File: src/rtl/filter_mode_ctrl.sv
// Filter mode controller: debounced KEY mode selection applied at frame start,
// plus an active-area pixel scanner. Define FILTER_MODE_CTRL_HEX_EN for the HEX display decode.
//
// state       | meaning
// ------------+---------------------------------------------------------------
// VSYNC       | after a VS fall (or reset); waiting for VS to return high
// WAIT_ACTIVE | vertical back porch; waiting for the first BLANK_N-high cycle
// ACTIVE      | scanning lines; x/y track the active pixel
module filter_mode_ctrl #(
  parameter int WIDTH           = 640,
  parameter int HEIGHT          = 480,
  parameter int NUM_MODES       = 4,
  parameter int DEBOUNCE_CYCLES = 250000
) (
  input  logic       VGA_CLK,
  input  logic       reset,
  input  logic       iVGA_HS,
  input  logic       iVGA_VS,
  input  logic       iVGA_BLANK_N,
  input  logic [1:0] KEY,
  output logic [2:0] mode,
  output logic [2:0] mode_pending,
  output logic [9:0] x,
  output logic [8:0] y,
  output logic       pixel_valid,
  output logic       frame_start,
  output logic [6:0] HEX0,
  output logic [6:0] HEX1
);

  localparam int              CW        = (DEBOUNCE_CYCLES > 2) ? $clog2(DEBOUNCE_CYCLES) : 1;
  localparam logic [CW-1:0]   DB_LAST   = CW'(DEBOUNCE_CYCLES - 1);
  localparam logic [2:0]      MODE_LAST = 3'(NUM_MODES - 1);
  localparam logic [9:0]      X_LAST    = 10'(WIDTH - 1);
  localparam logic [8:0]      Y_LAST    = 9'(HEIGHT - 1);
  localparam logic [9:0]      Y_LIMIT   = 10'(HEIGHT);

  typedef enum logic [1:0] {
    VSYNC       = 2'd0,
    WAIT_ACTIVE = 2'd1,
    ACTIVE      = 2'd2
  } state_t;

  logic [1:0]         key_s1_q, key_s2_q;
  logic [1:0][CW-1:0] db_cnt_q, db_cnt_d;
  logic [1:0]         armed_q, armed_d;
  logic [1:0]         accept;

  logic               vs_q, blank_q;
  logic               vs_fall;
  logic               synced_q, synced_d;
  state_t             state_q, state_d;
  logic [2:0]         mode_q, mode_d;
  logic [2:0]         pend_q, pend_d;
  logic [9:0]         x_q, x_d;
  logic [8:0]         y_q, y_d;
  logic               fs_q;

  // Line boundaries come from BLANK_N alone, so HS carries no information here.
  logic unused_hs;
  assign unused_hs = iVGA_HS;

  always_ff @(posedge VGA_CLK) begin
    if (reset) begin
      key_s1_q <= 2'b11;
      key_s2_q <= 2'b11;
    end else begin
      key_s1_q <= KEY;
      key_s2_q <= key_s1_q;
    end
  end

  // armed: waiting for a stable low (press); disarmed: waiting for a stable high.
  always_comb begin
    db_cnt_d = db_cnt_q;
    armed_d  = armed_q;
    accept   = 2'b00;
    for (int k = 0; k < 2; k++) begin
      if (armed_q[k] ^ key_s2_q[k]) begin
        if (db_cnt_q[k] == DB_LAST) begin
          db_cnt_d[k] = '0;
          armed_d[k]  = ~armed_q[k];
          accept[k]   = armed_q[k];
        end else begin
          db_cnt_d[k] = db_cnt_q[k] + 1'b1;
        end
      end else begin
        db_cnt_d[k] = '0;
      end
    end
  end

  always_comb begin
    pend_d = pend_q;
    case (accept)
      2'b01:   pend_d = (pend_q == MODE_LAST) ? 3'd0 : pend_q + 3'd1;
      2'b10:   pend_d = (pend_q == 3'd0) ? MODE_LAST : pend_q - 3'd1;
      default: pend_d = pend_q;
    endcase
  end

  // mode samples the pending value from before this cycle's key action.
  assign vs_fall  = vs_q & ~iVGA_VS;
  assign mode_d   = vs_fall ? pend_q : mode_q;
  assign synced_d = synced_q | vs_fall;

  always_comb begin
    state_d = state_q;
    case (state_q)
      VSYNC:       if (synced_q && iVGA_VS) state_d = WAIT_ACTIVE;
      WAIT_ACTIVE: if (iVGA_BLANK_N) state_d = ACTIVE;
      ACTIVE:      state_d = ACTIVE;
      default:     state_d = VSYNC;
    endcase
    if (vs_fall) state_d = VSYNC;
  end

  always_comb begin
    x_d = x_q;
    y_d = y_q;
    if (vs_fall) begin
      x_d = '0;
      y_d = '0;
    end else if (state_q == ACTIVE) begin
      if (blank_q && !iVGA_BLANK_N) begin
        x_d = '0;
        y_d = (y_q == Y_LAST) ? y_q : y_q + 9'd1;
      end else if (blank_q && iVGA_BLANK_N) begin
        x_d = (x_q == X_LAST) ? x_q : x_q + 10'd1;
      end
    end
  end

  always_ff @(posedge VGA_CLK) begin
    if (reset) begin
      db_cnt_q <= '0;
      armed_q  <= 2'b00;
      vs_q     <= 1'b0;
      blank_q  <= 1'b0;
      synced_q <= 1'b0;
      state_q  <= VSYNC;
      mode_q   <= 3'd0;
      pend_q   <= 3'd0;
      x_q      <= '0;
      y_q      <= '0;
      fs_q     <= 1'b0;
    end else begin
      db_cnt_q <= db_cnt_d;
      armed_q  <= armed_d;
      vs_q     <= iVGA_VS;
      blank_q  <= iVGA_BLANK_N;
      synced_q <= synced_d;
      state_q  <= state_d;
      mode_q   <= mode_d;
      pend_q   <= pend_d;
      x_q      <= x_d;
      y_q      <= y_d;
      fs_q     <= vs_fall;
    end
  end

  assign mode         = mode_q;
  assign mode_pending = pend_q;
  assign x            = x_q;
  assign y            = y_q;
  assign frame_start  = fs_q;
  assign pixel_valid  = (state_q == ACTIVE) && blank_q && ({1'b0, y_q} < Y_LIMIT);

`ifdef FILTER_MODE_CTRL_HEX_EN
  function automatic logic [6:0] seg7(input logic [2:0] d);
    logic [6:0] s;
    case (d)
      3'd0:    s = 7'h40;
      3'd1:    s = 7'h79;
      3'd2:    s = 7'h24;
      3'd3:    s = 7'h30;
      3'd4:    s = 7'h19;
      3'd5:    s = 7'h12;
      3'd6:    s = 7'h02;
      default: s = 7'h78;
    endcase
    return s;
  endfunction

  logic [6:0] hex0_q, hex1_q;

  // Decoded from next-state values so the display changes with mode, not a cycle later.
  always_ff @(posedge VGA_CLK) begin
    if (reset) begin
      hex0_q <= 7'h7F;
      hex1_q <= 7'h7F;
    end else begin
      hex0_q <= seg7(mode_d);
      hex1_q <= (pend_d != mode_d) ? 7'h0C : 7'h7F;
    end
  end

  assign HEX0 = hex0_q;
  assign HEX1 = hex1_q;
`else
  assign HEX0 = 7'h7F;
  assign HEX1 = 7'h7F;
`endif

endmodule

File: config.mk
export PLATFORM = sky130hd
export DESIGN_NAME = filter_mode_ctrl
export DESIGN_NICKNAME = d
export VERILOG_FILES = /design/src/rtl/filter_mode_ctrl.sv
export SDC_FILE = /design/constraint.sdc
export NUM_CORES = 1
export LEC_CHECK = 0
export ABC_AREA = 1
export CAP_MARGIN = 20
export CELL_PAD_IN_SITES_DETAIL_PLACEMENT = 0
export CELL_PAD_IN_SITES_GLOBAL_PLACEMENT = 1
export CORE_MARGIN = 5
export CORE_UTILIZATION = 43
export CTS_CLUSTER_DIAMETER = 150
export CTS_CLUSTER_SIZE = 25
export DETAILED_ROUTE_END_ITERATION = 10
export PLACE_DENSITY = 0.85
export SKIP_CTS_REPAIR_TIMING = 1
export SYNTH_ARGS = -nofsm -noshare
export SYNTH_HDL_FRONTEND = slang
export SYNTH_SLANG_ARGS = --single-unit
File: constraint.sdc
create_clock -name VGA_CLK -period 4.4 [get_ports VGA_CLK]
set_input_delay 0.88 -clock VGA_CLK [delete_from_list [all_inputs] [get_ports VGA_CLK]]
set_output_delay 0.88 -clock VGA_CLK [all_outputs]
set_load 0.02 [all_outputs]
* Word level (Yosys, flattened, before mapping)
Cells that the tools add are included.
Operators by class: add/subtract/negate cells 6, magnitude comparators 1, eq/ne operators 12, mux-type cells 13, bitwise gates (word level) 10, reduce and logical (&&, ||, !) cells 18
Operators with widths (number):
- $add A18 B1 Y18 const B | 2
- $eq A18 B18 Y1 const B | 2
- $mux W10 | 3
- $add A10 B1 Y10 const B | 1
- $eq A10 B10 Y1 const B | 1
- $add A9 B1 Y9 const B | 1
- $eq A9 B9 Y1 const B | 1
- $lt A9 B9 Y1 const B | 1
- $mux W3 | 2
- $ne A2 B2 Y1 const B | 3
- $not A1 Y1 | 6
- $pmux W2 S3 | 1
- $pmux W3 S2 | 1
- $reduce_and A2 Y1 | 3
- $reduce_and A3 Y1 | 2
- $reduce_or A3 Y1 | 2
- $logic_and A1 B1 Y1 | 5
- $eq A2 B1 Y1 const B | 2
- $eq A2 B2 Y1 const B | 2
- $mux W1 | 4
- $mux W2 | 2
- $reduce_bool A2 Y1 | 2
- $add A3 B1 Y3 const B | 1
- $eq A3 B2 Y1 const B | 1
- 8 further kinds | 9
Word-level totals: flip-flop bits (word level) 73, input port bits 7, output and inout bits 41, logic and storage cells 75

* Depth between registers and ports, before layout
word-level depth 5, depth in mapped cells 11, gate-level depth less buffers 11

* Worst setup path before layout
OpenSTA, ideal clock, no wires.
path type reg-to-output, from reg state_q[0], to out pixel_valid, arrival 1.060 ns, data required time 3.520 ns, path slack 2.460 ns, cell stages (with the launch flop) 5, path buffers 0, cells stage by stage dfxtp_1 > inv_1 > ha_1 > nand2_1 > a31oi_1
Between the ends: word-level cells in the longest chain between the ends 3
RTL lines:
- from (decl) | line 52 | state_t state_q, state_d;
- from (signal assigned) | line 153 | state_q <= state_d;
- $eq A2 B2 Y1 | line 167 | assign pixel_valid = (state_q == ACTIVE) && blank_q && ({1'b0, y_q} < Y_LIMIT);
- $logic_and A1 B1 Y1 (2 in series) | line 167
- to (decl) | line 25 | output logic pixel_valid,
Every way passes these cells.

* Worst setup path after layout
Same ends and word-level chain as after synthesis.

==> reports/results.txt <==
outcome -> finished clean
DP Wirelength -> 5761 microns
Clock Tree Root -> clkbuf_8
post-synthesis sequential area ratio -> 37.92%
Worst EP required -> 3.52 ns
Power, Total -> 1.378 mW
library cells used by synthesis -> 35
P&R area growth vs syn -> 15.36%
pin count of the biggest net entering global routing -> 19
nets@finish -> 589
overall routing resource usage -> 14.83%
total congestion overflow -> 0
die width -> 104.7 microns
CP max FO -> 4
min Tclk post-route -> 2.775 ns
crit path buf inv count -> 2
Hold WS -> 0.4112 ns
layout cell share with drive strength beyond 1 -> 11.32%
VDD IR max -> 0.1532 mV
worst skew pair latency -> 0.35 ns
starting density of the core -> 44.19%
Die ar. -> 0.01096 sq mm
Total Wirelength -> 7760 microns
leakage -> 1.640 nW
crit-path cells -> inv_1, ha_1, nand2_1, a31oi_1, clkdlybuf4s50_1
number of I/O pins -> 48
Final Cycle Share -> 63.07%
first-pass GRT wire length -> 13660 microns
Wirelength per Cell -> 11.38 microns
Post-synth EDFFs -> 0
Reg2Reg Setup Slack -> 2.42 ns
Diodes inserted -> 0
power per cell area -> 309.9 mW/mm^2
Critical-path top delay cell -> clkdlybuf4s50_1
initial antenna violation count -> 0
Yosys warnings -> 0
Max-Cap Viols -> 0
Via density -> 4.758
Critical Path Max Stage Delay -> 0.62 ns
Site Rows -> 34
Antenna Violating Nets Remaining -> 0
#FFs+latches synth -> 73
Mapped Cells -> 532
Final setup viols -> 0
FFs w/ async S/R, synth -> 0%
Worst Setup End Kind -> output port
H-tree depth -> 3
mapped cell area -> 0.003854 sq mm
crit path DAT -> 1.90 ns
Initial DRT Pass Iterations -> 4
Post-DP Area -> 0.004217 sq mm
Initial DRC Count -> 100
final instance area -> 0.004446 sq mm
Final Util -> 50.98%
Max Transition Viols Final -> 0
DR vias -> 3245
final hold vios -> 0
clk slew on worst S/H paths -> 0.07 ns
DRC viols -> 0
WS Path Type -> flop to output port
vias in the first global route -> 3062
clock skew -> 0.006086 ns
CTS buffer count -> 9
Final GP Congestion -> 0.7828
Hold Crit Class -> flop to flop
clk buf depth -> 2
fmax -> 360.3 MHz
Setup crit start kind -> flop
Die Ht -> 104.7 microns
family with the most delay on the worst path -> buffers and inverters
PortBufs -> 32
RSZ-0062 raised after global routing -> no
Sinks on Clock Net -> 73
TritonCTS clock tree -> built
Setup TNS Final -> 0 ns
Core ar. -> 0.008721 sq mm
Avg Cell Area, Syn -> 7.244 sq um
ys flop type -> dfxtp_1
## metal layers
layer,vias up,track usage (%),share of wire (%)
li1,1723,-,-
met3,12,3.576,4.2
met1,1461,18.07,47
met5,-,0,0
met2,49,24.89,47
met4,0,6.484,1.9
## cells in the mapped netlist, types with 2 or more instances
cell | instances | share of area (%)
o21ai_0 | 17 | 2.2
buf_4 | 14 | 2.7
dfxtp_1 | 73 | 38
nand2_2 | 7 | 1.1
nand2_4 | 2 | 0.58
or2_2 | 5 | 0.81
inv_2 | 3 | 0.29
ha_1 | 13 | 4.2
nand3b_1 | 2 | 0.39
nand3_2 | 4 | 1.0
nor2_1 | 76 | 7.4
clkbuf_1 | 2 | 0.19
nor3_1 | 7 | 0.91
nand2_1 | 99 | 9.6
nor2_2 | 14 | 2.3
or2_0 | 2 | 0.32
xnor2_1 | 6 | 1.4
nor3_2 | 2 | 0.52
nor2_4 | 5 | 1.5
nand4_1 | 11 | 1.8
nand3_1 | 39 | 5.1
a21oi_1 | 30 | 3.9
a31oi_1 | 3 | 0.49
buf_2 | 2 | 0.26
a21oi_2 | 3 | 0.68
xor2_1 | 16 | 3.6
inv_1 | 67 | 6.5
## layout by cell type, fill, tap and decap left out, types with 2 or more instances in the layout
master and n:
nand2_1 99, nor2_1 76, dfxtp_1 73, inv_1 67
nand3_1 39, clkdlybuf4s50_1 32, a21oi_1 30, o21ai_0 17
xor2_1 16, nor2_2 14, conb_1 14, ha_1 13
nand4_1 11, clkbuf_8 11, nand2_2 7, nor3_1 7
xnor2_1 6, nor2_4 5, or2_2 5, nand3_2 4
inv_2 3, a31oi_1 3, a21oi_2 3, nand3b_1 2
nand2_4 2, or2_0 2, nor3_2 2, bufinv_16 2
clkinv_2 2
## cell type report
cell class                      instances  area (sq um)
Fill cell                             881          4275
Multi-Input combinational cell        382          2029
Sequential cell                        73          1461
Timing Repair Buffer                   33         327.8
Inverter                               70         262.8
Clock buffer                           11         151.4
Tap cell                              108         135.1
Clock inverter                          5         77.57
## flip-flops by register name (all words and copies together), names as in the netlist
register,cells
db_cnt_q,36
x,10
y,9
mode,3
mode_pending,3
armed_q,2
key_s1_q,2
key_s2_q,2
state_q,2
blank_q,1
frame_start,1
synced_q,1
vs_q,1
## worst register-to-register path: cells and delay by family, from the launching register on
kind / cells / cell delay, ns
AND/OR/NAND/NOR: 5 / 0.56
adder cells (fa/ha/maj): 2 / 0.50
flip-flops: 1 / 0.43
AO/OA/AOI/OAI: 2 / 0.24
buffers and inverters: 1 / 0.12
## path summary, 6_finish.rpt
path / startpoint / to / depth (start not counted)
max reg2reg: db_cnt_q[18] / mode_pending[2] / 10
min: key_s1_q[0] / key_s2_q[0] / 1
max: state_q[0] / pixel_valid / 5
min reg2reg: key_s1_q[0] / key_s2_q[0] / 1
## metrics by stage
stage	worst slack [ns]	cells
final	1.625	682
after CTS	1.582	682
after floorplan	2.460	545
after global placement	1.848	666
after detailed placement	1.829	666
after global routing	1.458	682
## where the power goes
| group | internal, mW | total [mW] | switching, mW | leakage, nW |
|---|---|---|---|---|
| combinational | 0.0303 | 0.0963 | 0.0660 | 0.933 |
| sequential | 0.674 | 0.684 | 0.00950 | 0.591 |
| clock | 0.348 | 0.598 | 0.249 | 0.115 |
| total | 1.05 | 1.38 | 0.325 | 1.64 |
## logic make-up after synthesis
group | after synthesis | share of synthesized area, %
simple gates | 277 | 33.93
buf+inv | 90 | 10.68
flops | 73 | 37.92
compound gates | 56 | 8.150
xor+xnor | 22 | 5.000
fa+ha+maj | 13 | 4.221
other cells | 1 | 0.09731
(Power assumes the default switching activity.)
==> RTL change (same settings) <==
`x_q` and `y_q` no longer have a reset.
--- a/src/rtl/filter_mode_ctrl.sv
+++ b/src/rtl/filter_mode_ctrl.sv
@@ -141,8 +141,6 @@
       state_q  <= VSYNC;
       mode_q   <= 3'd0;
       pend_q   <= 3'd0;
-      x_q      <= '0;
-      y_q      <= '0;
       fs_q     <= 1'b0;
     end else begin
       db_cnt_q <= db_cnt_d;
@@ -153,10 +151,13 @@
       state_q  <= state_d;
       mode_q   <= mode_d;
       pend_q   <= pend_d;
-      x_q      <= x_d;
-      y_q      <= y_d;
       fs_q     <= vs_fall;
     end
+  end
+
+  always_ff @(posedge VGA_CLK) begin
+    x_q <= x_d;
+    y_q <= y_d;
   end
 
   assign mode         = mode_q;
Behaviour: differs if reset is asserted again (counterexample within 10 cycles, from zero or initial values and one cycle with reset high); with reset held inactive, the same outputs for 10 cycles.
==> RTL change against the original RTL <==
Design area shrank 1.6%. Critical path depth did not move. Register-to-register slack got worse by 0.02 ns. Sequential cell count unchanged. Setup slack worse by 0.015 ns. Sequential power up 2%. Routed wire length decreased by 1.1%. Total power fell by 6.1%. Synthesized area shrank 0.13%. Highest routed layer unchanged.
==> RTL change: results (changes against the original RTL) <==
run status complete, no violations (unchanged); detailed placer's ending HPWL 5.664 mm (was 5.761 mm); hold_sp key_s1_q[1] (was key_s1_q[0]); GPL Wtd Cong 0.8120 (was 0.7828); number of clock buffers in the layout 13 (was 11); WL per Instance 11.35 um (was 11.38 um); fraction of area in multi-input gates 46.47% (was 45.65%); Net Switching 327.8 uW (was 324.8 uW); post-synthesis sequential area ratio 37.97% (was 37.92%); xor/xnor share of the synthesized area 5.007% (was 5.000%); Via Count 3,252 (was 3,245); non-clock buffer count in the final layout 32 (was 33); fillers 883 (was 881); adder-cell area share of the yosys netlist 4.226% (was 4.221%); Register-to-Register Setup Slack 2.40 ns (was 2.42 ns); power dissipated in combinational cells 121 uW (was 96.3 uW); Overall Global Routing Usage 14.18% (was 14.83%); Logic inverters 68 (was 70); proportion of power drawn by the clock network 36.7% (was 43.4%); non-clock buffer area fraction after layout 7.325% (was 7.374%); sink of the worst hold path key_s2_q[1] (was key_s2_q[0]); number of global-route vias before repair 2,980 (was 3,062); clock distribution area overhead in the final layout 3.863% (was 5.151%); maximum clock skew at final layout 0.008734 ns (was 0.006086 ns); total leakage power 1.628 nW (was 1.640 nW); total number of nets in the final design 586 (was 589); most area-consuming cells after synthesis sky130_fd_sc_hd__dfxtp_1 38%, sky130_fd_sc_hd__nand2_1 9.6%, sky130_fd_sc_hd__nor2_1 7.5% (was sky130_fd_sc_hd__dfxtp_1 38%, sky130_fd_sc_hd__nand2_1 9.6%, sky130_fd_sc_hd__nor2_1 7.4%); list of most frequent post-synthesis cells 98 x sky130_fd_sc_hd__nand2_1, 77 x sky130_fd_sc_hd__nor2_1, 73 x sky130_fd_sc_hd__dfxtp_1, 65 x sky130_fd_sc_hd__inv_1, 39 x sky130_fd_sc_hd__nand3_1 (was 99 x sky130_fd_sc_hd__nand2_1, 76 x sky130_fd_sc_hd__nor2_1, 73 x sky130_fd_sc_hd__dfxtp_1, 67 x sky130_fd_sc_hd__inv_1, 39 x sky130_fd_sc_hd__nand3_1); complex-gate fraction of the synthesized area 8.160% (was 8.149%); wire length of the first global-routing pass 13.25 mm (was 13.66 mm); layout cell share with drive strength beyond 1 10.56% (was 11.32%); largest voltage drop on the vdd net 136.6 uV (was 153.2 uV); flip-flop and latch count 73 (unchanged); H-tree depth 3 (unchanged); number of DRC violations after detailed-routing iteration 0 84 (was 100)
## RTL change: stage by stage
| stage | total power, mW | instance area [um2] | hold WS (ns) | setup WS, ns | instances |
|---|---|---|---|---|---|
| after global routing | 1.348 | 4373 | 0.4257 | 1.481 | 676 |
| after CTS | 1.309 | 4373 | 0.4196 | 1.574 | 676 |
| after global placement | 0.8288 | 4204 | 0.3917 | 1.632 | 663 |
| after floorplan | 0.8051 | 3897 | 0.3895 | 2.460 | 543 |
| after detailed placement | 0.8349 | 4204 | 0.4004 | 1.555 | 663 |
| final | 1.293 | 4373 | 0.4163 | 1.610 | 676 |
## RTL change: kinds of logic after synthesis
kind of cell / Yosys count
AND/OR/NAND/NOR: 277
other: 1
flip-flops: 73
adder cells (fa/ha/maj): 13
buffers and inverters: 88
AO/OA/AOI/OAI: 56
XOR/XNOR: 22
## RTL change: layer usage
layer  up-vias  GRT usage [%]  wire length [um]
li1       1719              -                 -
met1      1468          19.12              3917
met2        54          22.22              3322
met3        11          2.713               310
met4         0          6.119               125
met5         -              0                 0
